`config.mk`:
```
export PLATFORM = sky130hd
export DESIGN_NAME = cdc_reg_responder
export DESIGN_NICKNAME = d
export VERILOG_FILES = /design/src/rtl/cdc_reg_responder.sv
export SDC_FILE = /design/constraint.sdc
export NUM_CORES = 1
export LEC_CHECK = 0
export BUFFER_PORTS_ARGS = -buffer_cell sky130_fd_sc_hd__buf_2
export CELL_PAD_IN_SITES_DETAIL_PLACEMENT = 0
export CELL_PAD_IN_SITES_GLOBAL_PLACEMENT = 1
export CORE_ASPECT_RATIO = 1.75
export CORE_MARGIN = 2
export CORE_UTILIZATION = 40
export CTS_BUF_LIST = sky130_fd_sc_hd__clkbuf_8 sky130_fd_sc_hd__clkbuf_16
export DETAILED_ROUTE_END_ITERATION = 8
export GPL_ROUTABILITY_DRIVEN = 0
export PLACE_DENSITY = 0.72
export SLEW_MARGIN = 20
export SYNTH_ARGS = -nofsm -noshare
export SYNTH_HDL_FRONTEND = slang
export SYNTH_SLANG_ARGS = --single-unit
```
`constraint.sdc`:
```
create_clock -name clk_i -period 3.3 [get_ports clk_i]
set_input_delay 0.33 -clock clk_i [delete_from_list [all_inputs] [get_ports clk_i]]
set_output_delay 0.33 -clock clk_i [all_outputs]
set_load 0.1 [all_outputs]
```
`src/rtl/cdc_reg_responder.sv`:
```
// Byte-command responder behind a CDC core: 'R' addr / 'W' addr data / 'V'.
// Eight 8-bit registers, single-byte replies, inter-byte abort timeout.
//
// state    | meaning
// IDLE     | waiting for a command byte (CR/LF ignored)
// GET_ADDR | 'R' or 'W' received, waiting for the address byte
// GET_DATA | 'W' and address received, waiting for the data byte
// RESP     | reply byte presented on in_data_o until accepted
module cdc_reg_responder #(
  parameter logic [7:0]  VERSION        = 8'h01,
  parameter logic [15:0] TIMEOUT_CYCLES = 16'd48000
) (
  input  logic        clk_i,
  input  logic        rstn_i,
  input  logic [7:0]  out_data_i,
  input  logic        out_valid_i,
  output logic        out_ready_o,
  output logic [7:0]  in_data_o,
  output logic        in_valid_o,
  input  logic        in_ready_i,
  output logic [63:0] regs_o,
  output logic [7:0]  err_count_o
);

  typedef enum logic [1:0] {IDLE, GET_ADDR, GET_DATA, RESP} state_e;

  localparam logic [7:0]  CH_CR  = 8'h0D;
  localparam logic [7:0]  CH_LF  = 8'h0A;
  localparam logic [7:0]  CH_R   = 8'h52;
  localparam logic [7:0]  CH_W   = 8'h57;
  localparam logic [7:0]  CH_V   = 8'h56;
  localparam logic [7:0]  CH_ERR = 8'h3F;
  localparam logic [7:0]  CH_OK  = 8'h4B;
  localparam logic [15:0] TMO_LAST = TIMEOUT_CYCLES - 16'd1;

  state_e      state_q, state_d;
  logic        op_wr_q, op_wr_d;
  logic [7:0]  addr_q, addr_d;
  logic [7:0]  reply_q, reply_d;
  logic [7:0]  err_q, err_d;
  logic [15:0] tmo_q, tmo_d;
  logic [7:0]  regs_q [8];

  logic        rx_fire;
  logic        tx_fire;
  logic        tmo_hit;
  logic        err_inc;
  logic        wr_en;

  assign out_ready_o = (state_q != RESP);
  assign in_valid_o  = (state_q == RESP);
  assign in_data_o   = reply_q;
  assign err_count_o = err_q;
  assign rx_fire     = out_valid_i & out_ready_o;
  assign tx_fire     = in_valid_o & in_ready_i;

  // The abort fires only on a quiet cycle; an arriving byte always wins.
  assign tmo_hit = (TIMEOUT_CYCLES != 16'd0) && !rx_fire && (tmo_q == TMO_LAST) &&
                   ((state_q == GET_ADDR) || (state_q == GET_DATA));

  for (genvar k = 0; k < 8; k++) begin : g_regs_out
    assign regs_o[8*k +: 8] = regs_q[k];
  end

  // Command decode, reply selection and timeout bookkeeping.
  always_comb begin
    state_d = state_q;
    op_wr_d = op_wr_q;
    addr_d  = addr_q;
    reply_d = reply_q;
    tmo_d   = tmo_q;
    err_inc = 1'b0;
    wr_en   = 1'b0;
    case (state_q)
      IDLE: begin
        tmo_d = 16'd0;
        if (rx_fire) begin
          if ((out_data_i == CH_R) || (out_data_i == CH_W)) begin
            op_wr_d = (out_data_i == CH_W);
            state_d = GET_ADDR;
          end else if (out_data_i == CH_V) begin
            reply_d = VERSION;
            state_d = RESP;
          end else if ((out_data_i != CH_CR) && (out_data_i != CH_LF)) begin
            reply_d = CH_ERR;
            err_inc = 1'b1;
            state_d = RESP;
          end
        end
      end
      GET_ADDR, GET_DATA: begin
        if (rx_fire) begin
          tmo_d = 16'd0;
          if (state_q == GET_ADDR && op_wr_q) begin
            addr_d  = out_data_i;
            state_d = GET_DATA;
          end else begin
            state_d = RESP;
            if (state_q == GET_ADDR) begin
              if (out_data_i < 8'd8) begin
                reply_d = regs_q[out_data_i[2:0]];
              end else begin
                reply_d = CH_ERR;
                err_inc = 1'b1;
              end
            end else if (addr_q < 8'd8) begin
              wr_en   = 1'b1;
              reply_d = CH_OK;
            end else begin
              reply_d = CH_ERR;
              err_inc = 1'b1;
            end
          end
        end else if (tmo_hit) begin
          tmo_d   = 16'd0;
          err_inc = 1'b1;
          state_d = IDLE;
        end else begin
          tmo_d = tmo_q + 16'd1;
        end
      end
      RESP: begin
        tmo_d = 16'd0;
        if (tx_fire) state_d = IDLE;
      end
      default: state_d = IDLE;
    endcase
    err_d = (err_inc && (err_q != 8'hFF)) ? err_q + 8'd1 : err_q;
  end

  // Control and status registers.
  always_ff @(posedge clk_i or negedge rstn_i) begin
    if (!rstn_i) begin
      state_q <= IDLE;
      op_wr_q <= 1'b0;
      addr_q  <= 8'd0;
      reply_q <= 8'd0;
      err_q   <= 8'd0;
      tmo_q   <= 16'd0;
    end else begin
      state_q <= state_d;
      op_wr_q <= op_wr_d;
      addr_q  <= addr_d;
      reply_q <= reply_d;
      err_q   <= err_d;
      tmo_q   <= tmo_d;
    end
  end

  // Register file; written only when the data byte of a valid write lands.
  always_ff @(posedge clk_i or negedge rstn_i) begin
    if (!rstn_i) begin
      for (int i = 0; i < 8; i++) regs_q[i] <= 8'd0;
    end else if (wr_en) begin
      regs_q[addr_q[2:0]] <= out_data_i;
    end
  end

endmodule

```
# ---- Word level (Yosys, flattened, before mapping)
# Cells that the tools add are included.
dict set report totals {
  ff_bits 107
  out_inout_bits 82
}
dict set report classes {
  bitwise_logic 4
  add_sub_neg 2
  eq_ne 19
  muxes 44
  n_reduce_logical 17
  magnitude_cmp 5
}
# cell n
set ops {}
lappend ops {{2-to-1 mux 8 bit} 11}
lappend ops {{bitwise mux 64 bit} 1}
lappend ops {{2-to-1 mux 16 bit} 2}
lappend ops {{case mux 16 bit (2 select lines)} 1}
lappend ops {{binary-select mux 8 bit (select 3 bit)} 1}
lappend ops {{demux 8 bit (select 3 bit)} 1}
lappend ops {{== test 8 x 7 -> 1 bit, second input constant} 3}
lappend ops {{adder 16 x 1 -> 16 bit, second input constant} 1}
lappend ops {{== test 16 bit, second input constant} 1}
lappend ops {{less-than comparator 8 x 4 -> 1 bit, second input constant} 2}
lappend ops {{2-to-1 mux 1 bit} 16}
lappend ops {{!= test 8 x 4 -> 1 bit, second input constant} 2}
lappend ops {{case mux 8 bit (2 select lines)} 1}
lappend ops {{2-to-1 mux 2 bit} 7}
lappend ops {{!= test 2 bit, second input constant} 5}
lappend ops {{adder 8 x 1 -> 8 bit, second input constant} 1}
lappend ops {{>= comparator 4 bit, second input constant} 2}
lappend ops {{!= test 8 bit, second input constant} 1}
lappend ops {{inverter 3 -> 4 bit} 2}
lappend ops {{2-to-1 mux 7 bit} 1}
lappend ops {{logical AND 1 bit} 6}
lappend ops {{!= test 3 bit, second input constant} 2}
lappend ops {{case mux 2 bit (3 select lines)} 1}
lappend ops {{AND reduction 3 bit} 2}
lappend ops {{other kinds (14)} 18}

# ---- Longest topological paths before layout
dict set report depth {
  ltp_word 9
  ltp_mapped 9
  ltp_nobuf 7
}

# ---- Worst setup path after synthesis
# OpenSTA, ideal clock, no wires.
dict set report synth_path {
  path_kind {reg-to-reg}
  startpoint {reg state_q[0]}
  endpoint {reg regs_q (netlist bit regs_o[0])}
  arrival_time_ns 2.832
  stages_incl_launch_ff 10
  setup_slack_ns 0.343
  n_path_buf 3
  t_required_ns 3.174
  setup_ns 0.126
  period_less_slack_ns 2.957
  cell_sequence {dfrtp_1 > ha_1 > nor2b_1 > clkbuf_1 > nand2_1 > or3b_1 > buf_6 > or3_1 > buf_6 > mux2_4}
}
dict set report synth_between {
  elab_chain_len 5
  word_cells_on_any_way 10
  classes_between {3 x eq/ne; 4 x mux; 1 x bitwise; 2 x reduce/logical}
}
# item line_no
set synth_lines {}
lappend synth_lines {{start: declaration} 36} ;# state_e state_q, state_d;
lappend synth_lines {{start signal: assignment} 141} ;# state_q <= state_d;
lappend synth_lines {{== test 2 x 1 -> 1 bit} {74, 94, 99}}
lappend synth_lines {{2-to-1 mux 1 bit / logical AND 1 bit (equally long branches)} {99, 94}}
lappend synth_lines {{2-to-1 mux 1 bit} 94} ;# if (state_q == GET_ADDR && op_wr_q) begin
lappend synth_lines {{2-to-1 mux 1 bit} 92} ;# if (rx_fire) begin
lappend synth_lines {{2-to-1 mux 1 bit *} 74} ;# case (state_q)
lappend synth_lines {{end signal: indexed assignment} 155} ;# regs_q[addr_q[2:0]] <= out_data_i;
lappend synth_lines {{end: declaration} 42} ;# logic [7:0] regs_q [8];
# Mark *: on every way between the ends. The rest lies on a longest branch, timed or not.
# A chain may end at the register's enable or synchronous reset.

# ---- Worst setup path after layout
dict set report layout_path {
  startpoint {reg state_q[0]}
  endpoint {reg regs_q (netlist bit regs_o[1])}
}
# Same word-level chain as after synthesis.

==> summary.txt <==
Outcome
  • Run status: finished clean

Worst setup path
  • Cell family with most CP delay: simple AND/OR/NAND/NOR gates
  • Crit start category: register
  • Critical path arrival: 2960 ps
  • CP bufs+invs: 1
  • CP max stage delay: 570 ps
  • Worst setup path class: register to register
  • Slowest CP cell: or3_1
  • CP cell instances: inv_1 > ha_1 > nand2_1 > or3b_1 > or3_1 > mux2_4
  • Max Fanout on Critical Path: 13
  • Path depth of the worst reg2reg path: 6
  • Crit end category: register
  • Crit path depth: 6
  • CP required: 3530 ps

Final layout
  • Antenna cell count: 0
  • Layout net count: 519
  • Final core utilization: 48.0%
  • Area Growth Syn to Fin: 17.0%
  • Layout cells sized above 1: 43.1%
  • Fillers: 1203

Timing
  • Worst setup margin: 572 ps
  • Fin crit share: 82.7%
  • RSZ-0062 raised after global routing: no
  • Final setup skew: 11.0 ps
  • Post-layout min period: 2730 ps
  • Max-slew violations: 0
  • Slew HR: 47.3%
  • Final setup viols: 0
  • WHS: 391 ps
  • Final hold violations: 0
  • Setup_tns: 0 ps
  • Worst-Margin Slew: 790 ps
  • Fmax: 0.367 GHz

Yosys
  • Synth Flop Type: dfrtp_1
  • Synth Instances: 418
  • Syn. warnings: 0
  • Count of different cell masters after synthesis: 58
  • Mapped Area: 5340 µm²
  • Area leader, netlist: dfrtp_1
  • Top cell type's share of synthesized area: 50.1%
  • Syn avg cell area: 12.8 µm²
  • Post-synth EDFFs: 0
  • Post-synthesis net count: 436
  • Post-synthesis register bit count: 107
  • Count leader, synth: dfrtp_1
  • Seq/Total Area, Yosys: 50.1%
  • Area contributors post-synth: dfrtp_1 50%, mux2_2 16%, mux4_2 6.7%, xor2_1 2.3%, mux2_4 2.2%
  • Most instantiated cells after synthesis: 107 x dfrtp_1, 74 x mux2_2, 25 x nor2_1, 22 x nand2_1, 17 x clkbuf_1
  • Async set-reset flop share out of synthesis: 100%

Die
  • # rows: 55
  • Die width: 91.3 µm
  • Die Area: 14300 µm²
  • Chip height: 157 µm
  • Initial Utilization: 41.1%
  • Core Box Area: 13000 µm²
  • Ports: 94

Placed design
  • Number of buffers added on ports: 93
  • Dpl ws: 583 ps
  • Final HPWL DP: 9.92 mm

Global routing
  • Largest net degree at the start of global routing: 86
  • Initial antenna violation count: 0
  • First-pass GRT wire length: 22.0 mm
  • Total global-route track usage: 20.0%
  • Overflow after GRT: 0
  • Number of global-route vias before repair: 3867

CTS
  • H-tree depth: 3
  • Sink Count: 107
  • CTS Buf Count: 9
  • Clock root buffer: clkbuf_16
  • Clock Latency Late Sink: 350 ps
  • Max Buffers Root-to-Sink: 2
  • Worst-path clk slew: 70 ps
  • Setup repair bufs after CTS: 0
  • CTS tree: yes

Drt
  • Routed WL: 13.6 mm
  • Starting DRT DRC Count: 128
  • Vias/cell: 5.53
  • DRC: 0
  • Post-route ant nets: 0
  • DR WL/cell: 20.1 µm
  • TritonRoute pass-1 iters: 4
  • Routed via count: 3745

Flow run
  • Max-cap viol count: 0

Hold path
  • Worst hold path type: input pin to register
  • Hold Path Depth: 5

Power
  • Pwr per Cell Area: 1010 nW/µm²
  • Peak supply drop: 621 µV
  • Leakage power: 0.00300 µW
-- final cells by class --
type / count / area (µm²) / share of cell area (%)
inverters: 7 / 26.3 / 0.421
well taps: 171 / 214 / 3.42
clock buffers: 9 / 225 / 3.60
multi-input cells: 279 / 2520 / 40.4
flip-flops and latches: 107 / 2680 / 42.9
clock inverters: 7 / 70.1 / 1.12
repair buffers: 97 / 513 / 8.21
-- worst paths after layout --
| path | startpoint | to | slack, ps |
|---|---|---|---|
| setup / recovery | state_q[0]$_DFFE_PN0P_ | regs_o[1]$_DFFE_PN0P_ | 570 |
| hold / removal | out_valid_i | state_q[0]$_DFFE_PN0P_ | 390 |
| setup reg to reg | state_q[0]$_DFFE_PN0P_ | regs_o[1]$_DFFE_PN0P_ | 570 |
| hold reg to reg | tmo_q[0]$_DFF_PN0_ | tmo_q[0]$_DFF_PN0_ | 480 |
| max in group asynchronous | rstn_i | in_data_o[6]$_DFFE_PN0P_ | 2100 |
| min in group asynchronous | rstn_i | tmo_q[15]$_DFF_PN0_ | 420 |
-- worst register-to-register path, stage by stage (launching register included) --
cell and delay [ps]:
dfrtp_1 410, inv_1 70, ha_1 490, nand2_1 180, or3b_1 520, or3_1 570, mux2_4 370
-- cell usage in the layout (no fill, tap or decap), drive strengths merged, types with 2 or more instances in the layout --
master  netlist  layout
buf           8      96
xnor2         5       5
o31ai         2       2
nor2b         3       3
o21ai         8       8
a311oi        4       4
nand3        16      16
clkbuf       17       9
and3b         3       3
a21oi         6       6
nor2         26      26
clkinv        0       2
nand3b        2       2
mux2         82      82
and4          5       5
o211ai        2       2
nand2        22      22
nor4          5       5
or3           3       3
mux2i         4       4
nand4         7       7
inv           7      11
and3          4       4
xor2         14      14
ha            6       6
nor3          4       4
nor3b         5       5
a41o          2       2
a22oi         3       3
mux4         16      16
dfrtp       107     107
nor4b         2       2
-- repair_timing --
item,CTS,global route
endpoints found under the hold margin,22,0
hold buffers,1,0
resized for setup,0,0
-- report_power, final --
part           switching (µW)  internal, µW  leakage, µW
clock network             530           534     0.000142
logic                    2540           758      0.00146
registers                 322          1620      0.00140
total                    3390          2920      0.00300
-- routing by layer --
layer | GRT usage (%) | part of all wire (%) | vias up
li1 | - | - | 1713
met1 | 24.1 | 39 | 1916
met2 | 36.3 | 55 | 98
met3 | 3.13 | 3.6 | 18
met4 | 6.64 | 2.3 | 0
met5 | 0 | 0 | -
-- registers in the layout (all words and copies together) (netlist names) --
register,count
regs_o,64
in_data_o,8
op_wr_q,1
err_count_o,8
state_q,2
addr_q,8
tmo_q,16
-- cells by family after synthesis --
family,synth area share (%)
simple gates,12.1
fa+ha+maj,1.41
compound gates,5.23
xor+xnor,3.12
flops,50.1
buf+inv,2.62
mux,25.4
-- through the flow --
step / area, µm² / power, µW / std cells
floorplan: 5340 / 4660 / 418
global placement: 5940 / 5240 / 660
detailed placement: 5940 / 5280 / 660
CTS: 6250 / 6360 / 677
global route: 6250 / 6600 / 677
finish: 6250 / 6310 / 677
No activity file was read; power rests on OpenSTA's default activity.
